$ cat src/rtl/ext_irq_ctrl_pkg.sv
// Shared mode encodings and sizing helper for the external-interrupt controller.
package ext_irq_ctrl_pkg;

  typedef enum logic [1:0] {
    MODE_RISE = 2'b00,
    MODE_FALL = 2'b01,
    MODE_BOTH = 2'b10,
    MODE_LVL  = 2'b11
  } irq_mode_e;

  function automatic int id_width(input int n);
    return (n > 1) ? $clog2(n) : 1;
  endfunction

endpackage

$ cat src/rtl/ext_irq_ctrl_if.sv
// Channel-side bundle of the interrupt controller: inputs, pending view and core request.
interface ext_irq_ctrl_if #(
  parameter int N_CH = 4,
  parameter int ID_W = 2
);
  logic              en;
  logic [N_CH-1:0]   sync_in;
  logic [2*N_CH-1:0] mode_i;
  logic [N_CH-1:0]   mask_i;
  logic [N_CH-1:0]   clr_i;
  logic [N_CH-1:0]   pend_o;
  logic              irq_o;
  logic [ID_W-1:0]   irq_id_o;
  logic [N_CH-1:0]   ovf_o;

  modport master (
    output en, sync_in, mode_i, mask_i, clr_i,
    input  pend_o, irq_o, irq_id_o, ovf_o
  );

  modport slave (
    input  en, sync_in, mode_i, mask_i, clr_i,
    output pend_o, irq_o, irq_id_o, ovf_o
  );
endinterface

$ cat src/rtl/ext_irq_chan.sv
// One interrupt channel: glitch filter, mode-selectable detector, pending bit.
// Overflow tracking is built only when EXT_IRQ_OVF_EN is defined.
module ext_irq_chan
  import ext_irq_ctrl_pkg::*;
#(
  parameter int FILT_CYCLES = 3
) (
  input  logic       s_clk,
  input  logic       rst,
  input  logic       en,
  input  logic       sync_in,
  input  logic [1:0] mode,
  input  logic       clr,
  output logic       pend,
  output logic       ovf
);
  localparam int CNT_W = $clog2(FILT_CYCLES + 1);

  logic [CNT_W-1:0] cnt;
  logic             filt_lvl, filt_lvl_d;
  logic             rise, fall, evt_raw, evt;

  always_ff @(posedge s_clk) begin
    if (rst) begin
      cnt        <= '0;
      filt_lvl   <= 1'b0;
      filt_lvl_d <= 1'b0;
    end else if (en) begin
      filt_lvl_d <= filt_lvl;
      if (sync_in != filt_lvl) begin
        if (cnt == CNT_W'(FILT_CYCLES - 1)) begin
          filt_lvl <= sync_in;
          cnt      <= '0;
        end else begin
          cnt <= cnt + 1'b1;
        end
      end else begin
        cnt <= '0;
      end
    end
  end

  assign rise = filt_lvl & ~filt_lvl_d;
  assign fall = ~filt_lvl & filt_lvl_d;

  always_comb begin
    evt_raw = 1'b0;
    case (irq_mode_e'(mode))
      MODE_RISE: evt_raw = rise;
      MODE_FALL: evt_raw = fall;
      MODE_BOTH: evt_raw = rise | fall;
      MODE_LVL:  evt_raw = filt_lvl;
      default:   evt_raw = 1'b0;
    endcase
  end

  // Frozen detector state must not keep firing level events while disabled.
  assign evt = en & evt_raw;

  always_ff @(posedge s_clk) begin
    if (rst)      pend <= 1'b0;
    else if (evt) pend <= 1'b1;
    else if (clr) pend <= 1'b0;
  end

`ifdef EXT_IRQ_OVF_EN
  always_ff @(posedge s_clk) begin
    if (rst)              ovf <= 1'b0;
    else if (clr)         ovf <= 1'b0;
    else if (evt && pend) ovf <= 1'b1;
  end
`else
  assign ovf = 1'b0;
`endif

endmodule

$ cat src/rtl/ext_irq_ctrl.sv
// Multi-channel external-interrupt controller: per-channel filter/detect/pend,
// lowest-index priority encoder and registered request. Optional: EXT_IRQ_OVF_EN.
module ext_irq_ctrl
  import ext_irq_ctrl_pkg::*;
#(
  parameter int N_CH        = 4,
  parameter int FILT_CYCLES = 3,
  parameter int ID_W        = id_width(N_CH)
) (
  input logic          s_clk,
  input logic          rst,
  ext_irq_ctrl_if.slave bus
);
  logic [N_CH-1:0] pend, ovf, act;
  logic            hit;
  logic [ID_W-1:0] id_nxt;

  for (genvar k = 0; k < N_CH; k++) begin : g_ch
    ext_irq_chan #(.FILT_CYCLES(FILT_CYCLES)) u_chan (
      .s_clk   (s_clk),
      .rst     (rst),
      .en      (bus.en),
      .sync_in (bus.sync_in[k]),
      .mode    (bus.mode_i[2*k+1:2*k]),
      .clr     (bus.clr_i[k]),
      .pend    (pend[k]),
      .ovf     (ovf[k])
    );
  end

  assign act = pend & bus.mask_i;

  // Scan downward so the lowest active index is the last one written.
  always_comb begin
    hit    = 1'b0;
    id_nxt = '0;
    for (int k = N_CH - 1; k >= 0; k--) begin
      if (act[k]) begin
        hit    = 1'b1;
        id_nxt = ID_W'(k);
      end
    end
  end

  always_ff @(posedge s_clk) begin
    if (rst) begin
      bus.irq_o    <= 1'b0;
      bus.irq_id_o <= '0;
    end else begin
      bus.irq_o    <= hit;
      bus.irq_id_o <= id_nxt;
    end
  end

  assign bus.pend_o = pend;
  assign bus.ovf_o  = ovf;

endmodule

$ cat src/flat_wrapper.sv
// flat-port wrapper written by rule: the top's interface ports become plain ports
module ext_irq_ctrl_flat import ext_irq_ctrl_pkg::*;
#(
  parameter int N_CH        = 4,
  parameter int FILT_CYCLES = 3,
  parameter int ID_W        = id_width(N_CH)
)
  (s_clk, rst, bus_en, bus_sync_in, bus_mode_i, bus_mask_i, bus_clr_i, bus_pend_o, bus_irq_o, bus_irq_id_o, bus_ovf_o);
  ext_irq_ctrl_if #(.N_CH(N_CH), .ID_W(ID_W)) bus_i ();
  input logic s_clk;
  input logic rst;
  input wire logic [$bits(bus_i.en)-1:0] bus_en;
  input wire logic [$bits(bus_i.sync_in)-1:0] bus_sync_in;
  input wire logic [$bits(bus_i.mode_i)-1:0] bus_mode_i;
  input wire logic [$bits(bus_i.mask_i)-1:0] bus_mask_i;
  input wire logic [$bits(bus_i.clr_i)-1:0] bus_clr_i;
  output wire logic [$bits(bus_i.pend_o)-1:0] bus_pend_o;
  output wire logic [$bits(bus_i.irq_o)-1:0] bus_irq_o;
  output wire logic [$bits(bus_i.irq_id_o)-1:0] bus_irq_id_o;
  output wire logic [$bits(bus_i.ovf_o)-1:0] bus_ovf_o;
  assign bus_i.en = bus_en;
  assign bus_i.sync_in = bus_sync_in;
  assign bus_i.mode_i = bus_mode_i;
  assign bus_i.mask_i = bus_mask_i;
  assign bus_i.clr_i = bus_clr_i;
  assign bus_pend_o = bus_i.pend_o;
  assign bus_irq_o = bus_i.irq_o;
  assign bus_irq_id_o = bus_i.irq_id_o;
  assign bus_ovf_o = bus_i.ovf_o;
  ext_irq_ctrl #(.N_CH(N_CH), .FILT_CYCLES(FILT_CYCLES), .ID_W(ID_W)) u_core (.s_clk(s_clk), .rst(rst), .bus(bus_i));
endmodule
$ cat config.mk
export PLATFORM = sky130hd
export DESIGN_NAME = ext_irq_ctrl_flat
export DESIGN_NICKNAME = d
export VERILOG_FILES = /design/src/rtl/ext_irq_ctrl_pkg.sv /design/src/rtl/ext_irq_ctrl_if.sv /design/src/rtl/ext_irq_chan.sv /design/src/rtl/ext_irq_ctrl.sv /design/src/flat_wrapper.sv
export SDC_FILE = /design/constraint.sdc
export NUM_CORES = 1
export LEC_CHECK = 0
export CAP_MARGIN = 25
export CORE_UTILIZATION = 49
export CTS_BUF_LIST = sky130_fd_sc_hd__clkbuf_4
export CTS_CLUSTER_SIZE = 16
export DETAILED_ROUTE_END_ITERATION = 10
export PLACE_DENSITY = 0.81
export SYNTH_ARGS = -nofsm -noshare
export SYNTH_HDL_FRONTEND = slang
export SYNTH_SLANG_ARGS = --single-unit
$ cat constraint.sdc
create_clock -name s_clk -period 1.7 [get_ports s_clk]
set_input_delay 0.34 -clock s_clk [delete_from_list [all_inputs] [get_ports s_clk]]
set_output_delay 0.34 -clock s_clk [all_outputs]
set_load 0.005 [all_outputs]
==> run summary, run 1 <==
Status: complete, no violations
Hold WC Path Type: reg2reg
FFs w/ async S/R, synth: 0%
Biggest area consumer among synthesized cells: dfxtp_1
Sw Ratio: 24.7%
Initial Utilization: 51.3%
Drt drc: 0
Max-cap viol count: 0
Peak supply drop: 0.515 mV
Final setup violation count: 0
Clk pwr share: 26.8%
Max incr delay on CP: 0.52 ns
Warnings from Yosys: 0
Gpl congestion: 0.690
Seq/Total Area, Yosys: 36.6%
1st-iter DRT viols: 12
Die area: 2780 µm²
Tcrit/Tclk final: 92.7%
Postcts setup bufs: 0
Vias per inst: 5.21
Multi-input logic area: 686 µm²
Internal Power: 0.726 mW
Post-CTS Resized: 0
Clk buf depth: 2
Setup CP Type: reg2out
Worst Setup EP: bus_pend_o[2]
R2r startpoint: u_core.g_ch[3].u_chan.filt_lvl
Lkg Pwr: 0.625 nW
# diodes: 0
Post-detail-place hpwl: 2000 µm
DRT Pass-1 Iters: 4
Die Wd: 52.7 µm
#FFs+latches synth: 23
Tmin final: 1.58 ns
Yosys top cell area share: 36.6%
Area contributors post-synth: dfxtp_1 37%, ha_1 8.0%, mux2i_1 7.2%, buf_4 4.8%, nor2_1 4.8%
Cell Area, Synth: 1260 µm²
Area growth from synthesis to layout: 25.5%
Total wire length: 2580 µm
Reg2reg end: u_core.g_ch[3].u_chan.pend
Register share of total power: 58.2%
CTS sink count: 23
Post-synth EDFFs: 0
Critical path data required time: 1.36 ns
Worst path bufs/invs: 1
CP top delay family: buffers and inverters
CTS Hold Buffers Added: 0
Cts bufs inserted: 3
Hold Slack: 0.513 ns
Total number of vias: 1048
Total track usage: 20.5%
Crit. Startpoint: u_core.g_ch[2].u_chan.pend
Cells after Synth: 141
Setup crit end kind: primary output
R2R setup slack: 0.30 ns
Proportion of layout cells with a drive suffix above 1: 7.60%
Final slew viol count: 0
# fillers: 218
Worst EP arrival: 1.24 ns
Std-Cell Rows: 18
Port bufs: 29
CTS H-tree lvls: 1
Pwr/cell area: 610 nW/µm²
Worst clock skew: 0.00331 ns
Synth Flop Type: dfxtp_1
Clock root buffer: clkbuf_4
Setup crit start kind: flop
GRT overflow: 0
RSZ-0062 raised after global routing: no
Nets@finish: 203
Avg Inst Size Synth: 8.93 µm²
Vias in the first global route: 994
Setup TNS: 0 ns
Reg2Reg Depth: 5
Stages on worst setup path: 1
Initial antenna violation count: 0
Global-route wire length before repair: 4150 µm
Core footprint: 2450 µm²
Boundary pin count: 34
Clk slew on worst S/H paths: 0.13 ns
Tot Pwr: 0.963 mW
Fmax: 0.635 GHz
Synth cell types: 30
Die Ht: 52.7 µm
Crit-path slowest cell: clkdlybuf4s50_1
Routed len/inst: 12.9 µm
Largest net degree at the start of global routing: 16
Logic pwr share: 15.1%
CTS tree: yes
Switching power: 0.238 mW
FF/Latch Area: 460 µm²
Detail Route Antenna Nets: 0
Hold Violations, Final: 0
Max FO, Critical Path: 4
Crit path cell chain: clkdlybuf4s50_1
Clk_lat worst skew: 0.31 ns
[worst reg2reg max path: stages, from the launching register on]
cell,delay [ns]
dfxtp_1,0.49
inv_1,0.07
ha_1,0.20
mux2_2,0.27
a32oi_1,0.19
o31ai_1,0.09
[how the worst min path moves through the flow]
stage / endpoint / from / depth (start not counted) / slack [ns]
after global placement: u_core.g_ch[1].u_chan.cnt[1] / u_core.g_ch[1].u_chan.cnt[1] / 2 / 0.48
final: u_core.g_ch[0].u_chan.cnt[1] / u_core.g_ch[0].u_chan.cnt[1] / 2 / 0.51
after detailed placement: u_core.g_ch[1].u_chan.cnt[1] / u_core.g_ch[1].u_chan.cnt[1] / 2 / 0.49
after global routing: u_core.g_ch[0].u_chan.pend / u_core.g_ch[0].u_chan.pend / 2 / 0.54
after CTS: u_core.g_ch[1].u_chan.cnt[1] / u_core.g_ch[1].u_chan.cnt[1] / 2 / 0.51
after floorplan: u_core.g_ch[1].u_chan.pend / bus_mode_i[2] / 1 / 0.44
[cells in the mapped netlist (3+ instances only)]
library cell	instances
nor2b_1	5
inv_1	9
a21oi_1	9
a32oi_1	3
buf_4	8
mux2i_1	9
mux2_2	3
nor3b_1	4
nand2_1	8
ha_1	8
dfxtp_1	23
xor2_1	3
nand3b_1	5
nor2_1	16
o21ai_0	3
nand4b_1	3
nand2b_1	5
o31ai_1	3
[kinds of logic after synthesis]
| family | Yosys count | share of synthesized area [%] |
|---|---|---|
| other cells | 1 | 0.298 |
| simple gates | 50 | 21.9 |
| fa+ha+maj | 8 | 7.95 |
| flops | 23 | 36.6 |
| mux | 12 | 9.84 |
| buf+inv | 21 | 9.84 |
| compound gates | 22 | 10.8 |
| xor+xnor | 4 | 2.78 |
[stage by stage]
step                      cells  worst slack, ns  area (µm²)  utilization (%)
after floorplan             144            0.458        1270                -
after global placement      197            0.108        1550             63.3
after detailed placement    197           0.0522        1550             63.3
after CTS                   201            0.116        1580             64.4
after global routing        201           0.0547        1580             64.4
final                       201            0.125        1580             64.4
[metal layers]
metal / vias up / part of all wire, % / track usage [%]
met2: 29 / 50 / 40.1
li1: 532 / - / -
met4: 0 / 1.3 / 6.58
met3: 5 / 5.0 / 2.90
met1: 482 / 44 / 21.9
met5: - / 0 / 0
[power groups by stage]
stage,sequential [mW],clock [mW],combinational (mW)
2_1_floorplan,0.570,0,0.0698
6_report,0.560,0.258,0.145
3_3_place_gp,0.571,0,0.139
5_1_grt,0.562,0.285,0.159
4_1_cts,0.561,0.263,0.146
3_5_place_dp,0.572,0,0.144
[state kept, by name, summed over array words and instances, names as in the netlist]
signal / count
u_core.bus.irq_id_o: 2
u_core.bus.irq_o: 1
u_core.g_ch.u_chan.cnt: 8
u_core.g_ch.u_chan.filt_lvl: 4
u_core.g_ch.u_chan.filt_lvl_d: 4
u_core.g_ch.u_chan.pend: 4
[cell type report]
class / instances / share of cell area, %
sequential: 23 / 29.1
clock buffer: 3 / 1.43
clock inverter: 1 / 0.317
tap: 30 / 2.38
timing repair buffer: 35 / 21.2
inverter: 9 / 2.14
multi-input combinational: 100 / 43.4
[cell usage in the layout (no fill, tap or decap), drive strengths merged]
| master | synthesis | final |
|---|---|---|
| or3 | 1 | 1 |
| ha | 8 | 8 |
| xnor2 | 1 | 1 |
| nand3b | 5 | 5 |
| a21oi | 9 | 9 |
| clkbuf | 2 | 3 |
| a22oi | 1 | 1 |
| a31oi | 1 | 1 |
| o21ai | 3 | 3 |
| clkdlybuf4s50 | 0 | 29 |
| nand2 | 8 | 8 |
| or4b | 1 | 1 |
| xor2 | 3 | 3 |
| o31ai | 3 | 3 |
| inv | 9 | 9 |
| clkinv | 0 | 1 |
| o22ai | 1 | 1 |
| nand4b | 3 | 3 |
| mux2i | 9 | 9 |
| dfxtp | 23 | 23 |
| o211ai | 1 | 1 |
| nor3b | 4 | 4 |
| mux2 | 3 | 3 |
| nor2 | 16 | 16 |
| nor2b | 5 | 5 |
| conb | 1 | 4 |
| nand2b | 5 | 5 |
| nand3 | 1 | 1 |
| or2b | 1 | 1 |
| a32oi | 3 | 3 |
| buf | 10 | 6 |
Note: power is estimated with default switching activity, not from simulation.
==> inputs of run 2 (changes only) <==
CORE_UTILIZATION = 65   (was 49)
DONT_BUFFER_PORTS = 1   (was not set)
==> run 2 against run 1 <==
Critical path type is now reg2reg. Critical endpoint is now u_core.g_ch[1].u_chan.pend. Largest cell class unchanged. Critical path depth grew 4. Die area decreased by 24%. Largest power group unchanged. Register-to-register slack better by 0.04 ns.
==> run summary, run 2 (same netlist as run 1, synthesis figures left out) <==
DR top layer: met4 (unchanged)
Nets@finish: 168 (was 203)
Final slew viol count: 0 (unchanged)
DRT Pass-1 Iters: 4 (unchanged)
Non-filler cells, final: 161 (was 201)
Largest net degree at the start of global routing: 27 (was 16)
Max FO, Critical Path: 6 (was 4)
Tmin final: 1.36 ns (was 1.58 ns)
WL met1: 870 µm (was 1140 µm)
Vias in the first global route: 771 (was 994)
Final worst slack: 0.340 ns (was 0.125 ns)
Detail Route Antenna Nets: 0 (unchanged)
Post-CTS Resized: 0 (unchanged)
1st-iter DRT viols: 8 (was 12)
Hold WC Path Type: in2reg (was reg2reg)
CTS H-tree lvls: 1 (unchanged)
Clk slew on worst S/H paths: 0.12 ns (was 0.13 ns)
CTS sink count: 23 (unchanged)
Reg with most FFs: u_core.g_ch.u_chan.cnt (unchanged)
Setup CP Type: reg2reg (was reg2out)
CTS tree: yes (unchanged)
Setup TNS: 0 ns (unchanged)
Lkg Pwr: 0.486 nW (was 0.625 nW)
Die Wd: 46.0 µm (was 52.7 µm)
Area growth from synthesis to layout: -1.59% (was 25.5%)
Drt drc: 0 (unchanged)
Std-Cell Rows: 15 (was 18)
Multi-input logic area: 686 µm² (unchanged)
Most common cell after layout, fill and taps aside: dfxtp_1 (was clkdlybuf4s50_1)
Port bufs: 0 (was 29)
Final setup violation count: 0 (unchanged)
Worst clock skew: 0.000691 ns (was 0.00331 ns)
GRT overflow: 0 (unchanged)
Metal3 WL: 128 µm (was 130 µm)
Total track usage: 21.3% (was 20.5%)
Most frequent cells in the layout: 23 x dfxtp_1, 16 x nor2_1, 9 x inv_1, 9 x a21oi_1, 9 x mux2i_1 (was 29 x clkdlybuf4s50_1, 23 x dfxtp_1, 16 x nor2_1)
Crit-path slowest cell: dfxtp_1 (was clkdlybuf4s50_1)
Clk buf depth: 2 (unchanged)
Metal2 WL: 1000 µm (was 1280 µm)
Number of flip-flops in the largest register: 8 (unchanged)
Cts bufs inserted: 3 (unchanged)
Initial Utilization: 71.3% (was 51.3%)
Tcrit/Tclk final: 80.0% (was 92.7%)
Placed Area: 1210 µm² (was 1550 µm²)
DP Worst Slack: 0.358 ns (was 0.0522 ns)
Peak supply drop: 0.463 mV (was 0.515 mV)
Fmax: 0.735 GHz (was 0.635 GHz)
Postcts setup bufs: 0 (unchanged)
Clk_lat worst skew: 0.31 ns (about the same)
Total wire length: 2020 µm (was 2580 µm)
Max-cap viol count: 0 (unchanged)
Pwr/cell area: 696 nW/µm² (was 610 nW/µm²)
Post-Route Utilization: 70.2% (was 64.4%)
CTS Hold Buffers Added: 0 (unchanged)
Hold Slack: 0.0792 ns (was 0.513 ns)
Status: complete, no violations (unchanged)
Hold Violations, Final: 0 (unchanged)
RSZ-0062 raised after global routing: no (unchanged)
Global-route wire length before repair: 3150 µm (was 4150 µm)
Routed len/inst: 12.6 µm (was 12.9 µm)
Clock root buffer: clkbuf_4 (unchanged)
Design area: 1240 µm² (was 1580 µm²)
Core footprint: 1760 µm² (was 2450 µm²)
Initial antenna violation count: 0 (unchanged)
Proportion of layout cells with a drive suffix above 1: 5.15% (was 7.60%)
DP Cell Count: 157 (was 197)
# fillers: 157 (was 218)
Max incr delay on CP: 0.45 ns (was 0.52 ns)
Die area: 2120 µm² (was 2780 µm²)
Die Ht: 46.0 µm (was 52.7 µm)
Crit path cell chain: inv_1 > ha_1 > mux2_2 > a32oi_1 > o31ai_1 (was clkdlybuf4s50_1)
Setup crit start kind: flop (unchanged)
Boundary pin count: 34 (unchanged)
FF/Latch Area: 460 µm² (unchanged)
Worst EP arrival: 1.57 ns (was 1.24 ns)
Tot Pwr: 0.862 mW (was 0.963 mW)
# diodes: 0 (unchanged)
Critical path data required time: 1.91 ns (was 1.36 ns)
Gpl congestion: 0.642 (was 0.690)
Setup crit end kind: flop (was primary output)
Total number of vias: 915 (was 1048)
Post-detail-place hpwl: 1490 µm (was 2000 µm)
Vias per inst: 5.68 (was 5.21)
[run 2: changes by cell type in the layout (fill, tap and decap cells not counted), sizes merged]
cell,change
clkdlybuf4s50,-29
buf,-6
[run 2: final timing paths]
path | start | end | slack (ns) | cells past startpoint
min reg2reg | u_core.g_ch[0].u_chan.cnt[1] | u_core.g_ch[0].u_chan.cnt[1] | 0.51 | 2
max | u_core.g_ch[1].u_chan.filt_lvl | u_core.g_ch[1].u_chan.pend | 0.34 | 5
min | rst | u_core.bus.irq_o | 0.08 | 1
max reg2reg | u_core.g_ch[1].u_chan.filt_lvl | u_core.g_ch[1].u_chan.pend | 0.34 | 5
[run 2: layer usage]
layer | vias to the layer above | global-route usage [%]
met5 | - | 0
met4 | 0 | 10.6
met3 | 4 | 5.56
met2 | 28 | 35.8
met1 | 421 | 24.8
li1 | 462 | -
[run 2: final cells by class]
cell class	instances	share of cell area, %
multi-input combinational	100	55.4
sequential	23	37.2
inverter	9	2.73
tap	25	2.53
clock buffer	3	1.82
clock inverter	1	0.404
[run 2: power by group]
part | internal [mW] | total [mW] | switching [mW]
clock network | 0.0879 | 0.249 | 0.161
registers | 0.551 | 0.561 | 0.0102
logic | 0.0296 | 0.0518 | 0.0223
[run 2: worst max-delay path, delay by kind of cell (launching register included)]
family	cells	cell delay, ns
AOI/OAI and AO/OA	2	0.27
adders and majority gates	1	0.20
buffers and inverters	1	0.08
DFF	1	0.45
muxes	1	0.26
